===== config.mk =====
export PLATFORM = sky130hd
export DESIGN_NAME = bch_decode_ctrl_flat
export DESIGN_NICKNAME = d
export VERILOG_FILES = /design/src/rtl/bch_pkg.sv /design/src/rtl/bch_decode_ctrl_if.sv /design/src/rtl/bch_chien_seq.sv /design/src/rtl/bch_decode_ctrl.sv /design/src/flat_wrapper.sv
export SDC_FILE = /design/constraint.sdc
export NUM_CORES = 1
export LEC_CHECK = 0
export ABC_CLOCK_PERIOD_IN_PS = 2050
export CAP_MARGIN = 25
export CELL_PAD_IN_SITES_DETAIL_PLACEMENT = 1
export CELL_PAD_IN_SITES_GLOBAL_PLACEMENT = 1
export CORE_ASPECT_RATIO = 0.8
export CORE_UTILIZATION = 37
export DETAILED_ROUTE_END_ITERATION = 6
export PLACE_DENSITY = 0.83
export SETUP_SLACK_MARGIN = 0.02
export SLEW_MARGIN = 5
export SYNTH_ARGS = -nofsm -noshare
export SYNTH_HDL_FRONTEND = slang
export SYNTH_SLANG_ARGS = --single-unit
export TNS_END_PERCENT = 1

===== constraint.sdc =====
create_clock -name clk -period 2.05 [get_ports clk]
set_input_delay 0.205 -clock clk [delete_from_list [all_inputs] [get_ports clk]]
set_output_delay 0.205 -clock clk [all_outputs]
set_load 0.02 [all_outputs]

===== src/rtl/bch_pkg.sv =====
// bch_pkg
// Shared definitions for the BCH(15,7) t=2 decode controller slice.
// Holds the controller state type and the code geometry constants:
//   BCH_N  codeword length (number of Chien positions)
//   BCH_M  field degree of GF(2^M), also the natural Chien index width
//   BCH_T  designed correction capability
package bch_pkg;

  localparam int BCH_N = 15;
  localparam int BCH_M = 4;
  localparam int BCH_T = 2;

  typedef enum logic [2:0] {
    ST_IDLE,
    ST_SYND,
    ST_CHK,
    ST_BM,
    ST_CHIEN,
    ST_DONE
  } ctrl_state_e;

endpackage


===== src/rtl/bch_decode_ctrl_if.sv =====
// bch_decode_ctrl_if
// Codeword stream bundle around the decode controller.
//   in_valid / in_ready / in_cw               received codeword handshake
//   out_valid / out_ready / out_cw / out_fail  decoded result handshake
// Modports:
//   master  upstream producer + downstream consumer side (drives in_*, out_ready)
//   slave   the controller side (drives in_ready, out_valid, out_cw, out_fail)
interface bch_decode_ctrl_if
  import bch_pkg::*;
#(
  parameter int N = BCH_N
);

  logic         in_valid;
  logic         in_ready;
  logic [N-1:0] in_cw;
  logic         out_valid;
  logic         out_ready;
  logic [N-1:0] out_cw;
  logic         out_fail;

  modport master (
    output in_valid, in_cw, out_ready,
    input  in_ready, out_valid, out_cw, out_fail
  );

  modport slave (
    input  in_valid, in_cw, out_ready,
    output in_ready, out_valid, out_cw, out_fail
  );

endinterface


===== src/rtl/bch_chien_seq.sv =====
// bch_chien_seq
// Steps the Chien search over positions 0..N-1, one per cycle, and
// accumulates the error mask and root count from the root indication.
// Ports:
//   clk, rst     clock, asynchronous active-high reset
//   clear        wipe err_mask / root_cnt ahead of a new codeword
//   start        one-cycle pulse: begin the walk at index 0
//   root         datapath reports lambda(alpha^-idx) == 0 this cycle
//   en           walk in progress (drives chien_en)
//   idx          position under test
//   done         high on the last position of the walk
//   err_mask     one bit per position where a root was found
//   root_cnt     number of roots seen, saturating at BCH_T+1
module bch_chien_seq
  import bch_pkg::*;
#(
  parameter int N     = BCH_N,
  parameter int IDX_W = BCH_M
) (
  input  logic             clk,
  input  logic             rst,
  input  logic             clear,
  input  logic             start,
  input  logic             root,
  output logic             en,
  output logic [IDX_W-1:0] idx,
  output logic             done,
  output logic [N-1:0]     err_mask,
  output logic [1:0]       root_cnt
);

  localparam logic [IDX_W-1:0] LAST_IDX = IDX_W'(N - 1);
  // One more root than the code can correct is enough to flag failure.
  localparam logic [1:0] ROOT_MAX = 2'(BCH_T + 1);

  always_ff @(posedge clk or posedge rst) begin
    if (rst) begin
      en       <= 1'b0;
      idx      <= '0;
      err_mask <= '0;
      root_cnt <= '0;
    end else begin
      if (clear) begin
        err_mask <= '0;
        root_cnt <= '0;
      end
      if (start) begin
        en  <= 1'b1;
        idx <= '0;
      end else if (en) begin
        // The last position is still evaluated on the cycle the walk ends.
        if (root) begin
          err_mask <= err_mask | (N'(1) << idx);
          if (root_cnt != ROOT_MAX) begin
            root_cnt <= root_cnt + 2'd1;
          end
        end
        if (idx == LAST_IDX) begin
          idx <= '0;
          en  <= 1'b0;
        end else begin
          idx <= idx + IDX_W'(1);
        end
      end
    end
  end

  assign done = en && (idx == LAST_IDX);

endmodule


===== src/rtl/bch_decode_ctrl.sv =====
// bch_decode_ctrl
// Sequencer for the BCH(15,7) t=2 decode datapath: takes one codeword,
// strobes syndrome capture, runs Berlekamp-Massey for BM_LAT cycles, walks
// the Chien search and returns the corrected codeword or a fail flag.
// Ports:
//   clk, rst     clock, asynchronous active-high reset
//   bus          codeword in/out handshakes (bch_decode_ctrl_if.slave)
//   syn_load     one-cycle strobe to compute S1..S3 from cw_q
//   cw_q         registered codeword for the datapath
//   syn_zero     all syndromes zero, sampled in CHK
//   bm_run       BM block enable
//   lam_deg      lambda degree, latched at the end of BM
//   chien_en     Chien evaluation active
//   chien_idx    position under test
//   chien_root   root found at chien_idx
//   busy         controller not idle
// Optional build macro BCH_STATS_EN adds stat_corr / stat_fail counters.
module bch_decode_ctrl
  import bch_pkg::*;
#(
  parameter int N      = BCH_N,
  parameter int BM_LAT = 1,
  parameter int IDX_W  = BCH_M
) (
  input  logic              clk,
  input  logic              rst,
  bch_decode_ctrl_if.slave  bus,
  output logic              syn_load,
  output logic [N-1:0]      cw_q,
  input  logic              syn_zero,
  output logic              bm_run,
  input  logic [1:0]        lam_deg,
  output logic              chien_en,
  output logic [IDX_W-1:0]  chien_idx,
  input  logic              chien_root,
`ifdef BCH_STATS_EN
  output logic [15:0]       stat_corr,
  output logic [15:0]       stat_fail,
`endif
  output logic              busy
);

  localparam int BM_W = (BM_LAT > 1) ? $clog2(BM_LAT) : 1;

  ctrl_state_e     state_q, state_d;
  logic [BM_W-1:0] bm_cnt;
  logic [1:0]      lam_q;
  logic            zero_q;
  logic            chien_clear, chien_start, chien_done;
  logic [N-1:0]    err_mask;
  logic [1:0]      root_cnt;
  logic            fail_raw;

  bch_chien_seq #(
    .N     (N),
    .IDX_W (IDX_W)
  ) u_chien (
    .clk      (clk),
    .rst      (rst),
    .clear    (chien_clear),
    .start    (chien_start),
    .root     (chien_root),
    .en       (chien_en),
    .idx      (chien_idx),
    .done     (chien_done),
    .err_mask (err_mask),
    .root_cnt (root_cnt)
  );

  always_ff @(posedge clk or posedge rst) begin
    if (rst) state_q <= ST_IDLE;
    else     state_q <= state_d;
  end

  always_comb begin
    state_d     = state_q;
    syn_load    = 1'b0;
    bm_run      = 1'b0;
    chien_clear = 1'b0;
    chien_start = 1'b0;
    unique case (state_q)
      ST_IDLE: begin
        if (bus.in_valid) begin
          chien_clear = 1'b1;
          state_d     = ST_SYND;
        end
      end
      ST_SYND: begin
        syn_load = 1'b1;
        state_d  = ST_CHK;
      end
      ST_CHK: begin
        state_d = syn_zero ? ST_DONE : ST_BM;
      end
      ST_BM: begin
        bm_run = 1'b1;
        if (bm_cnt == '0) begin
          chien_start = 1'b1;
          state_d     = ST_CHIEN;
        end
      end
      ST_CHIEN: begin
        if (chien_done) state_d = ST_DONE;
      end
      ST_DONE: begin
        if (bus.out_ready) state_d = ST_IDLE;
      end
      default: state_d = ST_IDLE;
    endcase
  end

  // Per-codeword context: captured word, BM down-counter, lambda degree and
  // the zero-syndrome shortcut flag (which must never report failure).
  always_ff @(posedge clk or posedge rst) begin
    if (rst) begin
      cw_q   <= '0;
      bm_cnt <= '0;
      lam_q  <= '0;
      zero_q <= 1'b0;
    end else begin
      case (state_q)
        ST_IDLE: begin
          if (bus.in_valid) begin
            cw_q   <= bus.in_cw;
            lam_q  <= '0;
            zero_q <= 1'b0;
          end
        end
        ST_CHK: begin
          zero_q <= syn_zero;
          bm_cnt <= BM_W'(BM_LAT - 1);
        end
        ST_BM: begin
          if (bm_cnt == '0) lam_q <= lam_deg;
          else              bm_cnt <= bm_cnt - BM_W'(1);
        end
        default: ;
      endcase
    end
  end

  assign fail_raw      = !zero_q && ((root_cnt != lam_q) || (lam_q == 2'd0));
  assign bus.in_ready  = (state_q == ST_IDLE);
  assign bus.out_valid = (state_q == ST_DONE);
  assign bus.out_fail  = (state_q == ST_DONE) && fail_raw;
  assign bus.out_cw    = fail_raw ? cw_q : (cw_q ^ err_mask);
  assign busy          = (state_q != ST_IDLE);

`ifdef BCH_STATS_EN
  // Counted once per delivered result, on the output handshake.
  always_ff @(posedge clk or posedge rst) begin
    if (rst) begin
      stat_corr <= '0;
      stat_fail <= '0;
    end else if ((state_q == ST_DONE) && bus.out_ready) begin
      if (fail_raw) begin
        if (stat_fail != 16'hFFFF) stat_fail <= stat_fail + 16'd1;
      end else if (err_mask != '0) begin
        if (stat_corr != 16'hFFFF) stat_corr <= stat_corr + 16'd1;
      end
    end
  end
`endif

endmodule


===== src/flat_wrapper.sv =====
// flat-port wrapper written by rule: the top's interface ports become plain ports
module bch_decode_ctrl_flat import bch_pkg::*;
#(
  parameter int N      = BCH_N,
  parameter int BM_LAT = 1,
  parameter int IDX_W  = BCH_M
)
  (clk, rst, syn_load, cw_q, syn_zero, bm_run, lam_deg, chien_en, chien_idx, chien_root, busy, bus_in_valid, bus_in_cw, bus_out_ready, bus_in_ready, bus_out_valid, bus_out_cw, bus_out_fail);
  bch_decode_ctrl_if #(.N(N)) bus_i ();
  input  logic clk;
  input  logic rst;
  output logic syn_load;
  output logic [N-1:0] cw_q;
  input  logic syn_zero;
  output logic bm_run;
  input  logic [1:0] lam_deg;
  output logic chien_en;
  output logic [IDX_W-1:0] chien_idx;
  input  logic chien_root;
  output logic busy;
  input wire logic [$bits(bus_i.in_valid)-1:0] bus_in_valid;
  input wire logic [$bits(bus_i.in_cw)-1:0] bus_in_cw;
  input wire logic [$bits(bus_i.out_ready)-1:0] bus_out_ready;
  output wire logic [$bits(bus_i.in_ready)-1:0] bus_in_ready;
  output wire logic [$bits(bus_i.out_valid)-1:0] bus_out_valid;
  output wire logic [$bits(bus_i.out_cw)-1:0] bus_out_cw;
  output wire logic [$bits(bus_i.out_fail)-1:0] bus_out_fail;
  assign bus_i.in_valid = bus_in_valid;
  assign bus_i.in_cw = bus_in_cw;
  assign bus_i.out_ready = bus_out_ready;
  assign bus_in_ready = bus_i.in_ready;
  assign bus_out_valid = bus_i.out_valid;
  assign bus_out_cw = bus_i.out_cw;
  assign bus_out_fail = bus_i.out_fail;
  bch_decode_ctrl #(.N(N), .BM_LAT(BM_LAT), .IDX_W(IDX_W)) u_core (.clk(clk), .rst(rst), .bus(bus_i), .syn_load(syn_load), .cw_q(cw_q), .syn_zero(syn_zero), .bm_run(bm_run), .lam_deg(lam_deg), .chien_en(chien_en), .chien_idx(chien_idx), .chien_root(chien_root), .busy(busy));
endmodule

# Word-level counts from Yosys, hierarchy flattened
# Cells that the tools add are included.
word_totals:
  reg_bits: 44
  latch_bits: 0
  ram_bits: 0
  romBits: 0
  in_bits: 23
  out_inout_bits: 41
  word_cells: 78
  n_memories: 0
op_classes:
  addsub: 3
  multipliers: 0
  div_mod_pow: 0
  order_cmp: 0
  eq_ne: 12
  n_shift: 1
  n_mux: 35
  bitwise_logic: 2
  reduce_logical: 16
op_table:
  columns: ["operator", "n"]
  rows:
  - ["$mux 15", 5]
  - ["$pmux 3 s6", 1]
  - ["$mux 3", 5]
  - ["$or 15x15->15", 1]
  - ["$shl 1x4->15 const A", 1]
  - ["$xor 15x15->15", 1]
  - ["$mux 2", 7]
  - ["$mux 4", 3]
  - ["$mux 1", 11]
  - ["$ne 2x2->1 const B", 4]
  - ["$reduce_bool 2->1", 4]
  - ["$eq 3x2->1 const B", 2]
  - ["$eq 3x3->1 const B", 2]
  - ["$add 4x1->4 const B", 1]
  - ["$eq 4x4->1 const B", 1]
  - ["$pmux 1 s2", 2]
  - ["$pmux 2 s2", 1]
  - ["$reduce_and 2->1", 2]
  - ["$reduce_and 4->1", 1]
  - ["$eq 3x1->1 const B", 1]
  - ["$logic_and 1x1->1", 3]
  - ["$logic_not 3->1", 1]
  - ["$reduce_and 3->1", 1]
  - ["$reduce_bool 3->1", 1]
  - ["7 further kinds", 7]

# Longest topological paths before layout
logic_depth:
  ltp_word: 7
  depth_mapped: 6
  depth_no_buf: 4

# Modules after synthesis
# A second synthesis with hierarchy kept.
hier_totals:
  hier_cells: 263
  area_unflattened_um2: 2528.7
by_module_without_submodules:
  columns: ["mod", "instances", "cells_each", "area_per_inst_um2", "seq_area_each_um2"]
  rows:
  - ["bch_decode_ctrl", 1, 156, 1448.9, 525.5]
  - ["bch_chien_seq", 1, 107, 1079.8, 550.5]

# Least setup slack after synthesis
# Ideal clock, no wire load.
synth_timing:
  path_kind: "reg2out"
  from: "register u_core.u_chien.root_cnt[0]"
  to: "output port bus_out_cw[0]"
  arrival_ns: 1.571
  required_ns: 1.845
  setup_slack_ns: 0.274
  path_stages_with_launch: 6
  n_path_buf: 2
  path_cell_list: "dfrtp_1 clkbuf_1 nand4bb_1 o211a_1 buf_2 o22ai_1"
synth_via:
  elab_chain_len: 4
synth_rtl:
  columns: ["item", "line", "rtl"]
  rows:
  - ["start: declaration", "bch_chien_seq.sv:29", "output logic [1:0] root_cnt"]
  - ["start signal: assignment", "bch_chien_seq.sv:55", "root_cnt <= root_cnt + 2'd1;"]
  - ["$ne 2x2->1", "bch_decode_ctrl.sv:142", "assign fail_raw = !zero_q && ((root_cnt != lam_q) || (lam_q == 2'd0));"]
  - ["$logic_or 1x1->1", "bch_decode_ctrl.sv:142", null]
  - ["$logic_and 1x1->1", "bch_decode_ctrl.sv:142", null]
  - ["$mux 15", "bch_decode_ctrl.sv:146", "assign bus.out_cw = fail_raw ? cw_q : (cw_q ^ err_mask);"]
  - ["end: declaration", "flat_wrapper.sv:26", "output wire logic [$bits(bus_i.out_cw)-1:0] bus_out_cw;"]
# No other way between the ends.

# Final worst setup path
layout_timing:
  from: "register u_core.u_chien.root_cnt[1]"
  to: "output port bus_out_fail"
layout_via:
  elab_chain_len: 4
layout_rtl:
  columns: ["item", "line", "rtl"]
  rows:
  - ["$ne 2x2->1", "bch_decode_ctrl.sv:142", null]
  - ["$logic_or 1x1->1", "bch_decode_ctrl.sv:142", null]
  - ["$logic_and 1x1->1", "bch_decode_ctrl.sv:142", null]
  - ["$logic_and 1x1->1", "bch_decode_ctrl.sv:145", "assign bus.out_fail = (state_q == ST_DONE) && fail_raw;"]
  - ["end: declaration", "flat_wrapper.sv:27", "output wire logic [$bits(bus_i.out_fail)-1:0] bus_out_fail;"]
# No other way between the ends.

==> load_flow_metrics.sql <==
INSERT INTO impl_metrics (metric_group, metric, value, unit) VALUES
('cts', 'cts-root-buf', 'sky130_fd_sc_hd__clkbuf_8', ''),
('yosys', 'async_reset_ff_share', '100', '%'),
('yosys', 'synth-edff-count', '0', ''),
('die', 'rows', '26', ''),
('place', 'dpl-instance-area', '3220', 'um2'),
('sta', 'timing.fmax', '484', 'MHz'),
('layout', 'ratio_of_cells_with_drive_above_1_in_the_final_layout', '16.8', '%'),
('pwr', 'leakage', '0.00140', 'uW'),
('yosys', 'synth_nets', '280', ''),
('route', 'detail_route.wl_per_cell', '18.0', 'um'),
('yosys', 'synth.lib_cells_used.distinct', '36', ''),
('critical_path', 'worstSetupPathType', 'reg -> out', ''),
('pwr', 'p_per_area', '1770', 'nW/um2'),
('pwr', 'total_power', '5830', 'uW'),
('place', 'place.detailed.hpwl', '5120', 'um'),
('yosys', 'ys_seq_elements', '43', ''),
('sta', 'fin_hold_ws', '0.239', 'ns'),
('place', 'finalWeightedCongestion', '0.781', ''),
('route', 'vias_per_cell', '5.57', ''),
('cts', 'clk_path_buf_depth', '2', ''),
('place', 'numPlacedInstances', '397', ''),
('yosys', 'mapped_area', '2460', 'um2'),
('critical_path', 'setup.worst_path.start_class', 'register', ''),
('die', 'design.die.area', '6970', 'um2'),
('yosys', 'synth_top_cell_area_share', '43.8', '%'),
('sta', 'finalWorstSetupSlack', '-0.0174', 'ns'),
('critical_path', 'timing.critical_path.slowest_cell_delay', '0.42', 'ns'),
('global_routing', 'grt_start_max_net_pins', '44', ''),
('global_routing', 'grt_first_pass_wirelength', '11900', 'um'),
('run_status', 'status', 'finished, violations left', ''),
('global_routing', 'antenna_violations_before_repair', '0', ''),
('layout', 'final_net_count', '346', ''),
('die', 'pin_count', '64', ''),
('worst_hold_path', 'hold_path.class', 'in -> async', ''),
('die', 'die_w', '93.1', 'um'),
('route', 'drcViolationCount', '1', ''),
('sta', 'fin_crit_sh', '101', '%'),
('critical_path', 'critPathSlowestCell', 'sky130_fd_sc_hd__dfrtp_1', ''),
('job', 'max_cap_violations', '0', ''),
('yosys', 'syn-instance-count', '254', ''),
('die', 'initial_standard_cell_utilization_of_the_core', '38.3', '%'),
('die', 'die_height', '74.9', 'um'),
('global_routing', 'overflow', '0', ''),
('layout', 'instances_no_fill', '405', ''),
('cts', 'cts_buffers', '5', ''),
('pwr', 'netSwitchingFraction', '45.8', '%'),
('layout', 'antenna_cells', '0', ''),
('global_routing', 'via_count_of_the_first_global_routing_pass', '2264', ''),
('sta', 'report.final.setup_viol', '2', ''),
('pwr', 'power.sequential.fraction', '32.2', '%'),
('cts', 'htree_levels', '2', ''),
('yosys', 'synth_seq_area_share', '43.8', '%'),
('critical_path', 'critPathMaxFanout', '4', ''),
('yosys', 'yosys_warnings', '0', ''),
('pwr', 'power_frac_clock', '10.4', '%'),
('cts', 'clk_pin_slew', '0.08', 'ns'),
('run_status', 'failed_checks', 'DRC, setup timing', ''),
('global_routing', 'grtUsageTotal', '22.5', '%'),
('route', 'detailedRoute.firstPassIterationCount', '6', ''),
('place', 'placement.io_buffers', '63', ''),
('yosys', 'synth_flop_cell', 'sky130_fd_sc_hd__dfrtp_1', ''),
('yosys', 'synth.top_cells.by_area', 'sky130_fd_sc_hd__dfrtp_1, sky130_fd_sc_hd__mux2_4, sky130_fd_sc_hd__o21ai_0, sky130_fd_sc_hd__a21boi_0, sky130_fd_sc_hd__nand2b_1', ''),
('critical_path', 'crit_path_end_kind', 'output port', ''),
('pwr', 'internal_power', '3160', 'uW'),
('pwr', 'power.combinational.fraction', '57.3', '%'),
('yosys', 'syn-mean-instance-area', '9.67', 'um2'),
('cts', 'post-cts-setup-buffer-count', '0', ''),
('cts', 'insertion_delay', '0.30', 'ns'),
('layout', 'fillers', '736', ''),
('sta', 'fin_crit', '2.07', 'ns'),
('sta', 'tightest_pin_transition', '0.451', 'ns');
## routing by layer
metal	wire length (um)	up-vias	global-route usage (%)
met4	97	0	6.50
met1	3450	1143	30.1
met2	3390	57	37.1
met5	0	-	0
li1	-	1047	-
met3	349	9	4.95
## kinds of logic after synthesis
family          share of synthesized area [%]
mux                                      9.47
buf+inv                                  5.50
xor+xnor                                0.356
simple gates                             17.4
compound gates                           22.0
flops                                    43.8
fa+ha+maj                                1.53
## cells in the mapped netlist, types with 3 or more instances
library cell / n
sky130_fd_sc_hd__nor2b_1: 4
sky130_fd_sc_hd__a21boi_0: 15
sky130_fd_sc_hd__ha_1: 3
sky130_fd_sc_hd__inv_1: 8
sky130_fd_sc_hd__clkbuf_1: 12
sky130_fd_sc_hd__nor3_1: 3
sky130_fd_sc_hd__nor2_1: 7
sky130_fd_sc_hd__nand2b_1: 17
sky130_fd_sc_hd__a31oi_1: 4
sky130_fd_sc_hd__nand3b_1: 4
sky130_fd_sc_hd__a21oi_1: 9
sky130_fd_sc_hd__mux2i_1: 3
sky130_fd_sc_hd__mux2_4: 9
sky130_fd_sc_hd__mux2_2: 6
sky130_fd_sc_hd__dfrtp_1: 43
sky130_fd_sc_hd__nand2_1: 20
sky130_fd_sc_hd__a32o_1: 8
sky130_fd_sc_hd__o21ai_0: 26
sky130_fd_sc_hd__nand3_1: 18
sky130_fd_sc_hd__o22ai_1: 15
## power groups by stage
stage               registers, uW  clock network (uW)  logic (uW)
floorplan                    1810                   0        2000
global placement             1820                   0        3380
detailed placement           1870                   0        3490
CTS                          1860                 624        3380
global route                 1970                 659        3620
finish                       1880                 607        3340
## sequential cells by signal, summed over array words and instances, names as in the netlist
register	count
u_core.u_chien.err_mask	15
u_core.u_chien.idx	4
u_core.u_chien.root_cnt	2
u_core.u_chien.en	1
u_core.cw_q	15
u_core.zero_q	1
u_core.lam_q	2
u_core.state_q	3
## through the flow
| stage | TNS, ns | utilization (%) | setup slack (ns) |
|---|---|---|---|
| finish | -0.0190 | 51.3 | -0.0174 |
| global route | -0.562 | 51.3 | -0.0986 |
| CTS | -0.00805 | 51.7 | -0.00424 |
| detailed placement | 0 | 50.3 | 0.0342 |
| global placement | 0 | 50.3 | 0.0920 |
| floorplan | 0 | - | 0.274 |
## cells in the final DEF (no fill, tap or decap), types with 3 or more instances in the layout
cell type	Yosys	layout
sky130_fd_sc_hd__clkdlybuf4s50_1	0	46
sky130_fd_sc_hd__dfrtp_1	43	39
sky130_fd_sc_hd__o21ai_0	26	26
sky130_fd_sc_hd__nand2_1	20	20
sky130_fd_sc_hd__nand3_1	18	18
sky130_fd_sc_hd__nand2b_1	17	17
sky130_fd_sc_hd__o22ai_1	15	15
sky130_fd_sc_hd__buf_4	0	10
sky130_fd_sc_hd__a21oi_1	9	9
sky130_fd_sc_hd__mux2_4	9	9
sky130_fd_sc_hd__a21boi_0	15	9
sky130_fd_sc_hd__a32o_1	8	8
sky130_fd_sc_hd__clkbuf_2	0	8
sky130_fd_sc_hd__inv_1	8	7
sky130_fd_sc_hd__nor2_1	7	7
sky130_fd_sc_hd__clkbuf_8	0	7
sky130_fd_sc_hd__a21boi_1	0	6
sky130_fd_sc_hd__mux2_2	6	6
sky130_fd_sc_hd__dlygate4sd2_1	0	6
sky130_fd_sc_hd__nand3b_1	4	4
sky130_fd_sc_hd__a31oi_1	4	4
sky130_fd_sc_hd__nor2b_1	4	4
sky130_fd_sc_hd__dfrtp_2	0	4
sky130_fd_sc_hd__mux2i_1	3	3
sky130_fd_sc_hd__ha_1	3	3
## path summary, 6_finish.rpt
kind / start / endpoint / slack [ns] / cells past startpoint
min in group clk: lam_deg[1] / u_core.lam_q[1]$_DFFE_PP0P_ / 0.45 / 3
max in group asynchronous: rst / u_core.lam_q[0]$_DFFE_PP0P_ / 1.59 / 3
hold reg to reg: u_core.zero_q$_DFFE_PP0P_ / u_core.zero_q$_DFFE_PP0P_ / 0.51 / 1
setup / recovery: u_core.u_chien.root_cnt[1]$_DFF_PP0_ / bus_out_fail / -0.02 / 5
hold / removal: rst / u_core.cw_q[12]$_DFFE_PP0P_ / 0.24 / 3
setup reg to reg: u_core.state_q[2]$_DFFE_PP0P_ / u_core.cw_q[4]$_DFFE_PP0P_ / 0.36 / 3
## worst max-delay path, delay by kind of cell, from the launching register on
| family | cells | cell delay, ns |
|---|---|---|
| xor+xnor | 1 | 0.27 |
| compound gates | 1 | 0.26 |
| simple gates | 1 | 0.12 |
| buf+inv | 2 | 0.47 |
| flops | 1 | 0.42 |
## what timing repair did
| action | 4_1_cts | 5_1_grt |
|---|---|---|
| hold buffers | 0 | 0 |
| resized for setup | 25 | 26 |
| cloned | 0 | 0 |
| endpoints found under the hold margin | 0 | 0 |
| endpoints found under the setup margin | 16 | 19 |
## final cells by class
type / instances / area, um2 / share of cell area [%]
Clock buffer: 8 / 100 / 3.04
Timing Repair Buffer: 77 / 719 / 21.9
Multi-Input combinational cell: 184 / 1250 / 38.0
Tap cell: 84 / 105 / 3.19
Inverter: 9 / 33.8 / 1.03
Sequential cell: 43 / 1080 / 32.9
No activity file was read; power rests on OpenSTA's default activity.
==> RTL edit 1, RTL diff (same flow settings) <==
`BM_LAT` is set to 1 in 2 places; all go to 2.
--- a/src/rtl/bch_decode_ctrl.sv
+++ b/src/rtl/bch_decode_ctrl.sv
@@ -21,3 +21,3 @@
   parameter int N      = BCH_N,
-  parameter int BM_LAT = 1,
+  parameter int BM_LAT = 2,
   parameter int IDX_W  = BCH_M
--- a/src/flat_wrapper.sv
+++ b/src/flat_wrapper.sv
@@ -4,3 +4,3 @@
   parameter int N      = BCH_N,
-  parameter int BM_LAT = 1,
+  parameter int BM_LAT = 2,
   parameter int IDX_W  = BCH_M
Formal check against the unedited RTL: not equivalent (a bounded check fails within 10 cycles, from zero or initial values and one cycle with rst high).
==> RTL edit 1 against the unedited design <==
Global-route usage rose by 0.40 points; sequential cell count is 1 higher; cell count up 7.2%; via count increased by 6.6%; non-clock buffer count unchanged; sequential share of layout area down 0.076 points; total power increased by 0.28%; wire length rose by 2.8%; synthesized area increased by 1.8%; design area grew 2.3%; worst setup slack better by 0.033 ns; critical path type unchanged.
==> RTL edit 1: results (changes against the unedited design) <==
• outcome: finished, final reports clean
• leading post-synthesis cells by instance count: nand2_1, dfrtp_1, o21ai_0
• minimum setup slack after placement: -0.0147 ns, -0.0489 ns
• delay of the slowest critical-path stage: 0.44 ns, +0.02 ns
• filler instances: 752, +2.2%
• end of the worst register-to-register path: u_core.u_chien.root_cnt[0]$_DFF_PP0_
• overall power after layout: 5.85 mW, +0.28%
• number of synthesized register bits: 44, +2.3%
• largest net degree at the start of global routing: 45, +2.3%
• synthesized netlist net count: 310, +11%
• peak fanout along the critical path: 12, +8
• Least-Margin Pin Slew: 0.509 ns, +0.0580 ns
• wire length reported by the detailed router: 7480 µm, +2.8%
• proportion of cell area occupied by multi-input gates: 38.2%, +0.22 points
• Layout area overhead: 34.6%
• GR met3 Demand/Resource: 4.69%, -0.26 points
• clock network contribution to total cell area: 3.46%, +0.41 points
• Clock power frac: 11.8%, +1.4 points
• grt met2 use: 38.5%, +1.4 points
• R2R depth: 5, +2
• met1 track demand over resource in global routing: 30.8%, +0.68 points
• global-route usage over all layers: 22.9%, +0.40 points
• area fraction in compound gates after synthesis: 22.0%, -0.035 points
• Critical Path AT: 1.83 ns, -0.03 ns
• part of the Yosys area used for sequential elements: 44.0%, +0.23 points
• Critical path origin: u_core.lam_q[1]$_DFFE_PP0P_
• clock skew: 0.00932 ns, +0.00465 ns
• leakage power total: 1.44 nW, +2.8%
• Detailed Routing Iterations Pass 1: 4, -2
• total number of vias: 2405, +6.6%
• termination of the worst setup path: bus_out_cw[13]
• switch share: 46.5%, +0.71 points
• post-synthesis cell count: 284, +12%
• via count of the first global-routing pass: 2406, +6.3%
• Cell variety after synth: 41, +14%
• number of violations reported at the end of detailed-routing iteration 0: 90, -38%
• share of layout cells above drive strength 1: 13.4%, -3.4 points
• total area of sequential cells: 0.00110 mm², +2.1%
RTL edit 1: metal layers:
metal  vias to the layer above  part of all wire, %
met1                      1203                   47
li1                       1139                    -
met5                         -                    0
met4                         0                 0.84
met3                         6                  3.6
met2                        57                   48
RTL edit 1: how the worst min path moves through the flow:
stage                                startpoint                                    to  slack, ns  cells after the start
detailed placement  u_core.cw_q[11]$_DFFE_PP0P_           u_core.cw_q[11]$_DFFE_PP0P_       0.51                      2
finish                                      rst           u_core.cw_q[12]$_DFFE_PP0P_       0.27                      3
global route                                rst     u_core.u_chien.idx[3]$_DFFE_PP0P_       0.29                      3
global placement      u_core.zero_q$_DFFE_PP0P_             u_core.zero_q$_DFFE_PP0P_       0.48                      1
floorplan                          bus_in_cw[0]            u_core.cw_q[0]$_DFFE_PP0P_       0.31                      2
CTS                                         rst  u_core.u_chien.err_mask[5]$_DFF_PP0_       0.28                      3
RTL edit 1: what timing repair did:
item,CTS,global route
endpoints found under the hold margin,0,0
endpoints found under the setup margin,18,18
resized for setup,40,20
==> RTL edit 2, RTL diff (config.mk and constraints unchanged) <==
Without the edit above. Re-encode `ctrl_state_e` (6 states) as one-hot, 6 bits wide.
--- a/src/rtl/bch_pkg.sv
+++ b/src/rtl/bch_pkg.sv
@@ -12,9 +12,9 @@
 
-  typedef enum logic [2:0] {
-    ST_IDLE,
-    ST_SYND,
-    ST_CHK,
-    ST_BM,
-    ST_CHIEN,
-    ST_DONE
+  typedef enum logic [5:0] {
+    ST_IDLE  = 6'b000001,
+    ST_SYND  = 6'b000010,
+    ST_CHK   = 6'b000100,
+    ST_BM    = 6'b001000,
+    ST_CHIEN = 6'b010000,
+    ST_DONE  = 6'b100000
   } ctrl_state_e;
Function: same outputs for any inputs over 10 cycles, from zero or initial values and one cycle with rst high; not proved beyond that.
==> RTL edit 2 against the unedited design <==
Utilization up 3.3 points; sequential power fell by 17%; fmax increased by 1.5%; wire length down 4.0%; sequential share of layout area rose by 2.4 points; synthesized area decreased by 4.6%; count of clock-buffer cells in the layout is 1 lower; sequential cell count increased by 3; total power down 16%; worst hold slack lost 0.0019 ns; largest power group unchanged; design area decreased by 0.30%; worst setup slack better by 0.030 ns; non-clock buffer count is 9 higher; highest routed layer unchanged.
==> RTL edit 2: results (changes against the unedited design) <==
• met1 track demand over resource in global routing: 28.1%, -2.0 points
• Critical Path AT: 1.83 ns, -0.03 ns
• largest net degree at the start of global routing: 47, +6.8%
• met2 wire length: 3370 µm, -0.35%
• Critical path origin: u_core.lam_q[0]$_DFFE_PP0P_
• peak fanout along the critical path: 6, +2
• residual DRC count: 0, -1
• M1 wire length: 3050 µm, -11%
• clock skew: 0.00953 ns, +0.00487 ns
• Detailed Routing Iterations Pass 1: 4, -2
• Final min period: 2.04 ns, -0.0300 ns
• hold_ws: 0.237 ns, -0.00194 ns
• part of the Yosys area used for sequential elements: 49.1%, +5.4 points
• dpl cells: 379, -4.5%
• sw power: 2.09 mW, -22%
• R2R depth: 7, +4
• synthesized netlist net count: 253, -9.6%
• class of the tightest hold or removal check: primary input to asynchronous set/reset pin
• termination of the worst setup path: bus_out_cw[7]
• wire length reported by the detailed router: 6990 µm, -4.0%
• number of violations reported at the end of detailed-routing iteration 0: 62, -58%
• grt met2 use: 35.7%, -1.4 points
• setup slack, reg-to-reg: 0.17 ns, -0.19 ns
• Post-Layout Inst Area: 0.00328 mm², -0.30%
• leakage power total: 1.47 nW, +4.5%
• end of the worst register-to-register path: u_core.u_chien.err_mask[3]$_DFF_PP0_
• met3 WL: 357 µm, +2.3%
• via count of the first global-routing pass: 2188, -3.4%
• global-route usage over all layers: 21.8%, -0.66 points
• estimated wirelength of the detail-placed design: 4920 µm, -4.0%
• final non-filler cell total: 389, -4.0%
• cells taking the most area after synthesis: dfrtp_1, mux2_2, xnor2_1, nand2_1, nor2_1
• fin nets: 333, -3.8%
• outcome: finished, final reports clean
• relative slew slack: 54.8%, -15 points
• total number of vias: 2064, -8.5%
• Cell variety after synth: 45, +25%
• RD Place Congestion: 0.806, +3.2%
• leading post-synthesis cells by instance count: dfrtp_1, nand2_1, nor2_1
-- RTL edit 2: cell count changes after synthesis, sizes merged, moves of 5 or more --
cell    unedited run  this run
nand2b            17         3
o22ai             15         2
a31oi              4        11
a21boi            15         0
o21ai             26         5
nand2             20        25
nand3             18         2
xnor2              0        16
a32o               8         3
nor2               7        21
clkbuf            12         7
-- RTL edit 2: timing repair --
action	in CTS	in global routing
gates resized for setup	41	63
pin swaps	0	2
setup endpoints to repair	21	20
cloned	0	0
endpoints found under the hold margin	0	0
setup buffers	0	2
-- RTL edit 2: stage by stage --
| stage | total power, mW | setup TNS [ns] |
|---|---|---|
| after floorplan | 3.06 | 0 |
| after global placement | 4.21 | -0.0514 |
| after detailed placement | 4.33 | -0.951 |
| after CTS | 4.87 | -1.55 |
| after global routing | 5.19 | -0.250 |
| final | 4.91 | 0 |
-- RTL edit 2: how the worst min path moves through the flow --
| stage | from | endpoint | cells past startpoint |
|---|---|---|---|
| final | rst | u_core.state_q[5]$_DFFE_PP0P_ | 3 |
| after global routing | rst | u_core.state_q[5]$_DFFE_PP0P_ | 3 |
| after CTS | rst | u_core.state_q[5]$_DFFE_PP0P_ | 3 |
| after detailed placement | u_core.u_chien.err_mask[9]$_DFF_PP0_ | u_core.u_chien.err_mask[9]$_DFF_PP0_ | 2 |
| after global placement | u_core.u_chien.err_mask[1]$_DFF_PP0_ | u_core.u_chien.err_mask[1]$_DFF_PP0_ | 2 |
| after floorplan | syn_zero | u_core.state_q[3]$_DFFE_PP0P_ | 1 |
-- RTL edit 2: cells by family after synthesis --
kind of cell	synth area share (%)
XOR/XNOR	6.35
multiplexers	8.06
AO/OA/AOI/OAI	12.0
buffers and inverters	3.84
flip-flops	49.1
adder cells (fa/ha/maj)	1.60
AND/OR/NAND/NOR	19.1
-- RTL edit 2: layout make-up --
| type | count | share of cell area [%] |
|---|---|---|
| Multi-Input combinational cell | 159 | 34.5 |
| Tap cell | 81 | 3.09 |
| Timing Repair Buffer | 86 | 23.0 |
| Inverter | 9 | 1.03 |
| Sequential cell | 46 | 35.2 |
| Clock inverter | 1 | 0.267 |
| Clock buffer | 7 | 2.94 |
-- RTL edit 2: power by group through the flow --
stage | combinational (mW) | clock (mW) | sequential [mW]
floorplan | 1.38 | 0 | 1.68
global placement | 2.67 | 0 | 1.55
detailed placement | 2.76 | 0 | 1.57
CTS | 2.67 | 0.646 | 1.55
global route | 2.90 | 0.688 | 1.60
finish | 2.71 | 0.637 | 1.56
-- RTL edit 2: critical path, stage by stage (launching register included) --
cell and delay [ns]:
dfrtp_1 0.42, nor4bb_2 0.17, a311o_1 0.35, buf_4 0.17, nand2_1 0.13, xnor2_2 0.12
buf_4 0.16
